[config.mk]
export PLATFORM = sky130hd
export DESIGN_NAME = scan_seq_ctrl
export DESIGN_NICKNAME = d
export VERILOG_FILES = /design/src/rtl/scan_ctrl_pkg.sv /design/src/rtl/scan_seq_ctrl.sv
export SDC_FILE = /design/constraint.sdc
export NUM_CORES = 1
export LEC_CHECK = 0
export BUFFER_PORTS_ARGS = -buffer_cell sky130_fd_sc_hd__buf_2
export CORE_AREA = 2 2 39 41
export DETAILED_ROUTE_END_ITERATION = 10
export DIE_AREA = 0 0 41 43
export SLEW_MARGIN = 20
export SYNTH_ARGS = -nofsm -noshare
export SYNTH_HDL_FRONTEND = slang
export SYNTH_SLANG_ARGS = --single-unit
export TNS_END_PERCENT = 1
[constraint.sdc]
create_clock -name clk -period 4.3 [get_ports clk]
set_clock_uncertainty 0.2 [all_clocks]
set_input_delay 0.215 -clock clk [delete_from_list [all_inputs] [get_ports clk]]
set_output_delay 0.215 -clock clk [all_outputs]
set_load 0.05 [all_outputs]
[src/rtl/scan_ctrl_pkg.sv]
// scan_ctrl_pkg: FSM state encoding and y_select_next codes for the scan sequencer.
package scan_ctrl_pkg;
  typedef enum logic [1:0] {IDLE = 2'd0, LOAD = 2'd1, STEP = 2'd2, DONE = 2'd3} state_t;
  localparam logic [1:0] SEL_HOLD = 2'd0;
  localparam logic [1:0] SEL_INC  = 2'd1;
  localparam logic [1:0] SEL_ADD  = 2'd2;
  localparam logic [1:0] SEL_SUB  = 2'd3;
endpackage

[src/rtl/scan_seq_ctrl.sv]
// scan_seq_ctrl: sequences the y/s bit-scan datapath (load, N_ITER steps, done pulse).
// SCAN_EARLY_STOP_EN: when defined, a STEP with flag=1 ends the operation.
module scan_seq_ctrl
  import scan_ctrl_pkg::*;
#(
  parameter int         N_ITER = 8,
  parameter logic [1:0] S_STEP = 2'd1,
  parameter int         CNT_W  = 4
) (
  input  logic       clk,
  input  logic       rst,
  input  logic       start,
  input  logic       mode,
  input  logic       hold,
  input  logic       b,
  input  logic       flag,
  output logic [1:0] y_select_next,
  output logic [1:0] s_step,
  output logic       y_en,
  output logic       s_en,
  output logic       y_store_x,
  output logic       s_add,
  output logic       s_zero,
  output logic       busy,
  output logic       done
);
  state_t state, state_n;
  logic [CNT_W-1:0] cnt;
  logic mode_r;
  logic last;
`ifdef SCAN_EARLY_STOP_EN
  assign last = (cnt == CNT_W'(N_ITER - 1)) || flag;
`else
  logic unused_flag;
  assign unused_flag = flag;
  assign last = cnt == CNT_W'(N_ITER - 1);
`endif
  always_ff @(posedge clk or posedge rst) begin
    if (rst) begin
      state  <= IDLE;
      cnt    <= '0;
      mode_r <= 1'b0;
    end else begin
      state <= state_n;
      if (state == IDLE && start) mode_r <= mode;
      cnt <= (state == LOAD) ? '0 : (state == STEP && !hold) ? cnt + 1'b1 : cnt;
    end
  end
  always_comb begin
    state_n       = state;
    y_select_next = SEL_HOLD;
    s_step        = 2'd0;
    y_en          = 1'b0;
    s_en          = 1'b0;
    y_store_x     = 1'b0;
    s_add         = 1'b1;
    s_zero        = 1'b0;
    busy          = 1'b0;
    done          = 1'b0;
    case (state)
      IDLE: state_n = start ? LOAD : IDLE;
      LOAD: begin
        y_store_x = 1'b1;
        y_en      = 1'b1;
        s_zero    = 1'b1;
        s_en      = 1'b1;
        busy      = 1'b1;
        state_n   = STEP;
      end
      STEP: begin
        busy          = 1'b1;
        s_step        = S_STEP;
        y_select_next = mode_r ? (b ? SEL_INC : SEL_HOLD) : (b ? SEL_ADD : SEL_SUB);
        y_en          = !hold;
        s_en          = !hold;
        state_n       = (!hold && last) ? DONE : STEP;
      end
      default: begin
        busy    = 1'b1;
        done    = 1'b1;
        state_n = IDLE;
      end
    endcase
  end
endmodule
==> results of run 1 <==
## cell type report
type / instances / area (um^2)
clock buffer: 4 / 26.3
fill: 135 / 842
inverter: 4 / 15.0
multi-input combinational: 27 / 215
sequential: 7 / 175
tap: 16 / 20.0
timing repair buffer: 16 / 90.1
## synthesized netlist by cell type
cell / number
dfrtp_1: 7
ha_1: 5
buf_4: 4
inv_1: 4
nor2_1: 4
conb_1: 2
nor2b_1: 2
xnor2_1: 2
a21oi_1: 1
and2_1: 1
and2b_4: 1
mux2_2: 1
mux2_4: 1
mux2i_1: 1
nand2_1: 1
nand3b_1: 1
nand4_1: 1
o21a_1: 1
or3b_1: 1
xor2_1: 1
## worst max-delay path, stage by stage, from the launching register on
cell and delay [ns]:
dfrtp_1 0.40, inv_1 0.09, ha_1 0.24, and2b_4 0.21, o21a_1 0.12, buf_2 0.26
## worst min-delay path by stage
stage,startpoint,to,slack [ns],cells after the start
final,start,state[0],0.04,3
after global routing,start,state[0],0.05,3
after CTS,start,state[0],0.04,3
after detailed placement,rst,cnt[0],-0.04,2
after global placement,rst,cnt[0],-0.04,2
after floorplan,rst,cnt[0],-0.18,1
## cells by family after synthesis
logic type / Yosys count / share of synthesized area, %
simple gates: 12 / 16.1
buf+inv: 8 / 10.3
flops: 7 / 40.2
fa+ha+maj: 5 / 14.4
xor+xnor: 3 / 6.04
mux: 3 / 8.33
other cells: 2 / 1.72
compound gates: 2 / 2.87
## per-layer routing
layer | global-route usage, % | up-vias
li1 | - | 158
met1 | 9.18 | 138
met2 | 17.2 | 14
met3 | 7.85 | 0
met4 | 2.00 | 0
met5 | 0 | -
## per-stage QoR
stage	setup WS [ns]	std cells
floorplan	1.94	42
global placement	2.60	68
detailed placement	2.59	68
CTS	2.29	74
global route	2.20	74
finish	2.32	74
## layout by cell type, fill, tap and decap left out, drive strengths merged, types with 2 or more instances in the layout
cell type,count
dlygate4sd3,2
dfrtp,7
inv,4
conb,2
nor2,4
ha,5
buf,14
nor2b,2
clkbuf,4
mux2,2
xnor2,2
## flip-flops by register name, indices dropped and copies added (netlist names)
| register | count |
|---|---|
| cnt | 4 |
| state | 2 |
| mode_r | 1 |
==> qor.csv, run 1 <==
stage,metric,value,unit
die,Die X,41,um
clock_tree,# resized after CTS,0,
grt,global-route wire length before repair,1150,um
placed_design,dpl hpwl,552,um
die,row count,14,
sta,Setup TNS,0,ns
synthesis,Synth Instances,42,
placed_design,Placed Area,495,um^2
grt,Total Routing Usage GR,10.2,%
synthesis,syn_area_per_cell,10.4,um^2
route,DRT antenna net count,0,
clock_tree,Hold Buf Count CTS,2,
grt,Overflow after GRT,0,
setup_path,worst r2r src,state[0],
synthesis,Netlist cell types,20,
synthesis,mapped cell area,435,um^2
die,Starting Density,31.5,%
route,Total Routed Length,687,um
layout,area delta synth->final,24.4,%
die,full die area,1760,um^2
route,via count,310,
sta,"Slew Viols, Final",0,
clock_tree,clk_lat worst skew,0.25,ns
sta,final setup vio count,0,
die,core area,1380,um^2
setup_path,crit path from,state[0],
grt,largest net degree at the start of global routing,9,
setup_path,worst-path maximum fanout,5,
placed_design,RD Place Congestion,0.680,
route,Metal-1 WL,260,um
layout,ANT cells,0,
run,max_cap viols,0,
clock_tree,Max clock buf depth,2,
route,metal3 WL,61,um
layout,fin nets,71,
route,initial DRC count,0,
layout,final core occ,39.2,%
route,top sig layer,met3,
grt,vias in the first global route,308,
setup_path,r2r setup slk,2.61,ns
sta,Tmin final,1.98,ns
setup_path,Worst Path Required,3.88,ns
synthesis,Yosys top cell area share,40.2,%
setup_path,Setup crit end kind,primary output,
clock_tree,root buffer cell,clkbuf_4,
setup_path,Critical Path Sink,s_en,
die,die span in y,43,um
status,status,completed,
clock_tree,clock sinks,7,
setup_path,FF-to-FF path depth,5,
setup_path,critical path arrival,1.56,ns
layout,fraction of layout cells with a size suffix above 1,34.5,%
sta,Hold WS,0.0415,ns
clock_tree,CTS Buf Count,3,
synthesis,Seq cells post-synth,7,
synthesis,sequential cell area fraction in the yosys report,40.2,%
setup_path,critical path startpoint category,flip-flop,
sta,RSZ-0062 raised after global routing,no,
route,Via-to-Cell Ratio,4.19,
grt,antenna violations before repair,0,
sta,Final Cycle Share,46.0,%
clock_tree,CTS tree,yes,
synthesis,Synth Warn #,0,
clock_tree,CTS H-tree depth,1,
die,num ports,18,
route,1st-pass router iterations,1,
synthesis,largest cells by area after synthesis,"dfrtp_1, ha_1, buf_4",
route,WL/cell,9.28,um
clock_tree,clock-pin slew on the worst setup and hold paths,0.05,ns
setup_path,CP Class,reg -> out,
min_path,hold crit path type,in -> reg,
setup_path,worst flop-to-flop path endpoint,cnt[3],
synthesis,syn_nets,54,
sta,final hold vios,0,
placed_design,port bufs,14,
layout,Final Instance Area,542,um^2
route,# DRC,0,
sta,Max Fclk,506,MHz
route,routed wl met2,365,um
clock_tree,post-CTS setup buffer count,0,
synthesis,dominant cell type by area after synthesis,dfrtp_1,
Power of run 1 is not shown: default switching activity piles up to over one toggle a cycle in this logic, so the estimate is an artifact.
==> run 2: changes to the inputs <==
Clock period 4.3 ns to 1.9 ns, I/O delays scaled along.
==> run 2 against run 1 <==
Core utilization increased by 1.2 points. Hold slack got worse by 0.022 ns. Final cell count increased by 1.4%. Sequential share of layout area decreased by 0.94 points. Design area increased by 3.0%. Global-route usage increased by 0.80 points. Critical path depth unchanged. Worst setup slack got worse by 2.2 ns. Routed wire length increased by 7.3%. Flip-flop and latch count unchanged. Largest cell class unchanged.
==> qor.csv, run 2 (synthesis gave the netlist of run 1 again) <==
stage,metric,value,unit,change
status,status,completed,,unchanged
setup_path,Worst Path Required,1.60,ns,was 3.88 ns
placed_design,port bufs,14,,unchanged
sta,Setup WS post-layout,0.0779,ns,was 2.32 ns
layout,fraction of layout cells with a size suffix above 1,39.0,%,was 34.5%
placed_design,RD Place Congestion,0.690,,was 0.680
setup_path,critical path startpoint category,flip-flop,,unchanged
clock_tree,# resized after CTS,0,,unchanged
sta,Tmin final,1.82,ns,
grt,Overflow after GRT,0,,unchanged
sta,final hold vios,0,,unchanged
sta,Setup TNS,0,ns,unchanged
layout,fin nets,72,,was 71
die,die span in y,43,um,unchanged
sta,Hold WS,0.0193,ns,was 0.0415 ns
die,Die X,41,um,unchanged
route,initial DRC count,2,,was 0
layout,final core occ,40.3,%,was 39.2%
sta,Max Fclk,549,MHz,
sta,"Slew Viols, Final",0,,unchanged
setup_path,max incr delay on CP,0.40,ns,about the same
clock_tree,Max clock buf depth,2,,unchanged
die,Starting Density,31.5,%,unchanged
setup_path,critical path arrival,1.53,ns,was 1.56 ns
clock_tree,clock sinks,7,,unchanged
grt,largest net degree at the start of global routing,9,,unchanged
layout,Reg with most FFs,cnt,,unchanged
placed_design,dpl hpwl,554,um,was 552 um
clock_tree,clk_lat worst skew,0.25,ns,about the same
run,max_cap viols,0,,unchanged
route,Via-to-Cell Ratio,4.29,,was 4.19
setup_path,"Slowest-stage cell, CP",dfrtp_1,,unchanged
layout,Top Registers,"cnt (4), state (2), mode_r (1)",,unchanged
die,core area,1380,um^2,unchanged
layout,ANT cells,0,,unchanged
route,1st-pass router iterations,2,,was 1
grt,global-route wire length before repair,1240,um,was 1150 um
route,via count,322,,was 310
layout,area delta synth->final,28.2,%,was 24.4%
layout,Multi-input gate area,221,um^2,was 215 um^2
layout,"commonest non-fill, non-tap cell in the layout",buf_2,,unchanged
sta,final setup vio count,0,,unchanged
setup_path,Setup crit end kind,primary output,,unchanged
setup_path,worst-path maximum fanout,5,,unchanged
clock_tree,clock-pin slew on the worst setup and hold paths,0.06,ns,was 0.05 ns
clock_tree,post-CTS setup buffer count,0,,unchanged
setup_path,"critical path, cell by cell",inv_1 > ha_2 > and2b_4 > o21a_2 > buf_2,,was inv_1 > ha_1 > and2b_4 > o21a_1 > buf_2
sta,Final Cycle Share,95.9,%,
route,# DRC,0,,unchanged
grt,vias in the first global route,316,,was 308
layout,register area,175,um^2,unchanged
clock_tree,CTS Buf Count,3,,unchanged
grt,Total Routing Usage GR,11.0,%,was 10.2%
die,row count,14,,unchanged
clock_tree,CTS tree,yes,,unchanged
route,Total Routed Length,737,um,was 687 um
clock_tree,root buffer cell,clkbuf_4,,unchanged
route,DRT antenna net count,0,,unchanged
route,WL/cell,9.83,um,was 9.28 um
setup_path,CP Class,reg -> out,,unchanged
layout,max FFs per register,4,,unchanged
placed_design,pre-CTS setup slack,0.258,ns,was 2.59 ns
die,num ports,18,,unchanged
grt,antenna violations before repair,0,,unchanged
clock_tree,CTS H-tree depth,1,,unchanged
sta,RSZ-0062 raised after global routing,yes,,was no
layout,filler cell count in the final layout,146,,was 135
layout,most frequent cells in the layout,"buf_2, dfrtp_1, nor2_1, inv_1",,"was buf_2, dfrtp_1, ha_1, nor2_1, inv_1"
min_path,hold crit path type,in -> reg,,unchanged
die,full die area,1760,um^2,unchanged
## run 2: cell types whose count changed in the layout (fill, tap and decap cells not counted)
cell	before	now
ha_2	0	2
dlygate4sd3_1	2	3
o21a_1	1	0
ha_1	5	3
o21a_2	0	1
## run 2: area by class of cell
class / instances / area share [%]
multi-input combinational: 27 / 39.7
inverter: 4 / 2.69
clock buffer: 4 / 4.71
sequential: 7 / 31.4
timing repair buffer: 17 / 17.9
tap: 16 / 3.59
## run 2: what timing repair did
item	in CTS	in global routing
hold buffers	3	0
setup endpoints to repair	0	2
endpoints found under the hold margin	9	0
## run 2: routing by layer
metal	part of all wire, %	routed length [um]	vias up	track usage [%]
li1	-	-	159	-
met1	41	303	150	12.1
met2	51	376	11	15.9
met3	6.2	46	2	1.57
met4	1.2	9	0	12.0
met5	0	0	-	0
## run 2: worst paths after layout
kind                                 end  cells past startpoint     start  slack, ns
worst min-delay path              cnt[2]                      4      hold       0.02
min in group asynchronous         cnt[2]                      3       rst       0.11
worst max-delay path                y_en                      5  state[0]       0.08
worst min register to register    mode_r                      1    mode_r       0.36
max in group asynchronous       state[1]                      3       rst       1.17
worst max register to register    cnt[3]                      5  state[0]       0.25
## run 2: worst max-delay path: cells and delay by family (launching register included)
family	cells	cell delay [ns]
fa+ha+maj	1	0.22
compound gates	1	0.12
buf+inv	2	0.35
flops	1	0.40
simple gates	1	0.19
## run 2: stage by stage
stage	cell area, um^2	std cells
finish	558	75
detailed placement	502	68
floorplan	442	42
global placement	502	68
CTS	558	75
global route	558	75
Power of run 2 is left out for the same reason.
==> run 3: changes to the inputs <==
--- a/constraint.sdc
+++ b/constraint.sdc
@@ -4,2 +4,2 @@
 set_output_delay 0.095 -clock clk [all_outputs]
-set_load 0.05 [all_outputs]
+set_load 0.1 [all_outputs]
==> run 3 against run 2 <==
Worst setup slack gained 0.015 ns. Count of clock-buffer cells in the layout is the same. Non-clock buffer count is the same. Via count grew 1.9%. Flip-flop and latch count is the same. Hold slack gained 0.023 ns. Design area grew 12%. Die area is the same. First-iteration DRC count grew 100%. Register-to-register slack gained 0.03 ns. Critical path type unchanged.
==> qor.csv, run 3 (synthesis gave the netlist of run 1 again) <==
stage,metric,value,unit,change
grt,global-route wire length before repair,1280,um,was 1240 um
layout,area delta synth->final,43.4,%,was 28.2%
grt,largest net degree at the start of global routing,9,,unchanged
layout,fin nets,72,,unchanged
sta,RSZ-0062 raised after global routing,no,,was yes
route,via count,328,,was 322
min_path,hold path depth,4,,unchanged
grt,vias in the first global route,329,,was 316
clock_tree,root buffer cell,clkbuf_4,,unchanged
route,initial DRC count,4,,was 2
sta,Setup WS post-layout,0.0927,ns,was 0.0779 ns
setup_path,critical path startpoint category,flip-flop,,unchanged
layout,ANT cells,0,,unchanged
grt,Total Routing Usage GR,11.6,%,was 11.0%
die,die span in y,43,um,unchanged
placed_design,dpl hpwl,573,um,was 554 um
grt,Overflow after GRT,0,,unchanged
status,status,completed,,unchanged
route,DRT antenna net count,0,,unchanged
die,row count,14,,unchanged
route,Total Routed Length,745,um,was 737 um
layout,fraction of layout cells with a size suffix above 1,42.4,%,was 39.0%
setup_path,worst-path maximum fanout,5,,unchanged
clock_tree,CTS Buf Count,3,,unchanged
clock_tree,CTS tree,yes,,unchanged
layout,max FFs per register,4,,unchanged
sta,"Slew Viols, Final",0,,unchanged
layout,filler cell count in the final layout,138,,was 146
setup_path,critical path arrival,1.51,ns,was 1.53 ns
route,# DRC,0,,unchanged
setup_path,FF-to-FF path depth,5,,unchanged
clock_tree,Max clock buf depth,2,,unchanged
route,metal3 WL,39,um,was 46 um
sta,Max Fclk,553,MHz,was 549 MHz
clock_tree,clk_lat worst skew,0.25,ns,about the same
placed_design,port bufs,14,,unchanged
route,routed wl met2,366,um,was 376 um
setup_path,CP Class,reg -> out,,unchanged
run,max_cap viols,0,,unchanged
clock_tree,clock-pin slew on the worst setup and hold paths,0.05,ns,was 0.06 ns
layout,Top Registers,"cnt (4), state (2), mode_r (1)",,unchanged
setup_path,Worst Path Required,1.60,ns,about the same
die,Starting Density,31.5,%,unchanged
die,Die X,41,um,unchanged
clock_tree,CTS H-tree depth,1,,unchanged
sta,Tmin final,1.81,ns,was 1.82 ns
route,top sig layer,met4,,unchanged
min_path,hold crit path type,in -> reg,,unchanged
grt,antenna violations before repair,0,,unchanged
route,WL/cell,9.93,um,was 9.83 um
placed_design,RD Place Congestion,0.719,,was 0.690
placed_design,pre-CTS setup slack,0.241,ns,was 0.258 ns
sta,Final Cycle Share,95.1,%,was 95.9%
die,full die area,1760,um^2,unchanged
setup_path,Setup crit end kind,primary output,,unchanged
layout,"commonest non-fill, non-tap cell in the layout",buf_2,,unchanged
sta,final hold vios,0,,unchanged
route,Via-to-Cell Ratio,4.37,,was 4.29
die,core area,1380,um^2,unchanged
clock_tree,clock sinks,7,,unchanged
route,1st-pass router iterations,4,,was 2
layout,Reg with most FFs,cnt,,unchanged
sta,final setup vio count,0,,unchanged
route,Metal-1 WL,322,um,was 303 um
die,num ports,18,,unchanged
layout,most frequent cells in the layout,"buf_2, dfrtp_1, nor2_1, clkbuf_4",,"was buf_2, dfrtp_1, nor2_1, inv_1"
run 3: cell type report:
type | instances | area (um^2) | share of cell area, %
flip-flops and latches | 7 | 175 | 28.1
repair buffers | 17 | 133 | 21.2
multi-input cells | 27 | 255 | 40.9
clock buffers | 4 | 26.3 | 4.21
well taps | 16 | 20.0 | 3.21
inverters | 4 | 15.0 | 2.40
run 3: layer usage:
metal | track usage, % | vias to the layer above
li1 | - | 160
met1 | 12.9 | 155
met2 | 16.3 | 11
met3 | 3.14 | 2
met4 | 12.0 | 0
met5 | 0 | -
run 3: critical path, cell delays in order, from the launching register on:
cell,delay (ns)
dfrtp_1,0.43
inv_2,0.08
ha_4,0.18
and2b_4,0.18
o21a_4,0.22
buf_12,0.16
run 3: per-stage QoR:
stage	std cells	TNS, ns	hold WS, ns	area [um^2]	util (%)
floorplan	42	-0.210	-0.302	479	-
detailed placement	68	0	-0.147	566	40.9
CTS	75	0	0.0410	622	44.9
global route	75	0	0.0858	624	45.1
global placement	68	0	-0.161	566	40.9
finish	75	0	0.0427	624	45.1
run 3: path summary, 6_finish.rpt:
kind                           to     start  slack (ns)
min in group asynchronous  cnt[3]       rst        0.12
max in group asynchronous  mode_r       rst        1.16
hold reg to reg            cnt[1]    cnt[1]        0.37
setup reg to reg           cnt[3]  state[0]        0.28
setup / recovery             s_en  state[0]        0.09
hold / removal             cnt[2]      hold        0.04
run 3: timing repair:
| action | 4_1_cts | 5_1_grt |
|---|---|---|
| endpoints found under the setup margin | 0 | 3 |
| buffers inserted | 0 | 0 |
| hold buffers | 3 | 0 |
| hold endpoints to repair | 9 | 0 |
| resized for setup | 0 | 2 |
Power of run 3 is left out for the same reason.
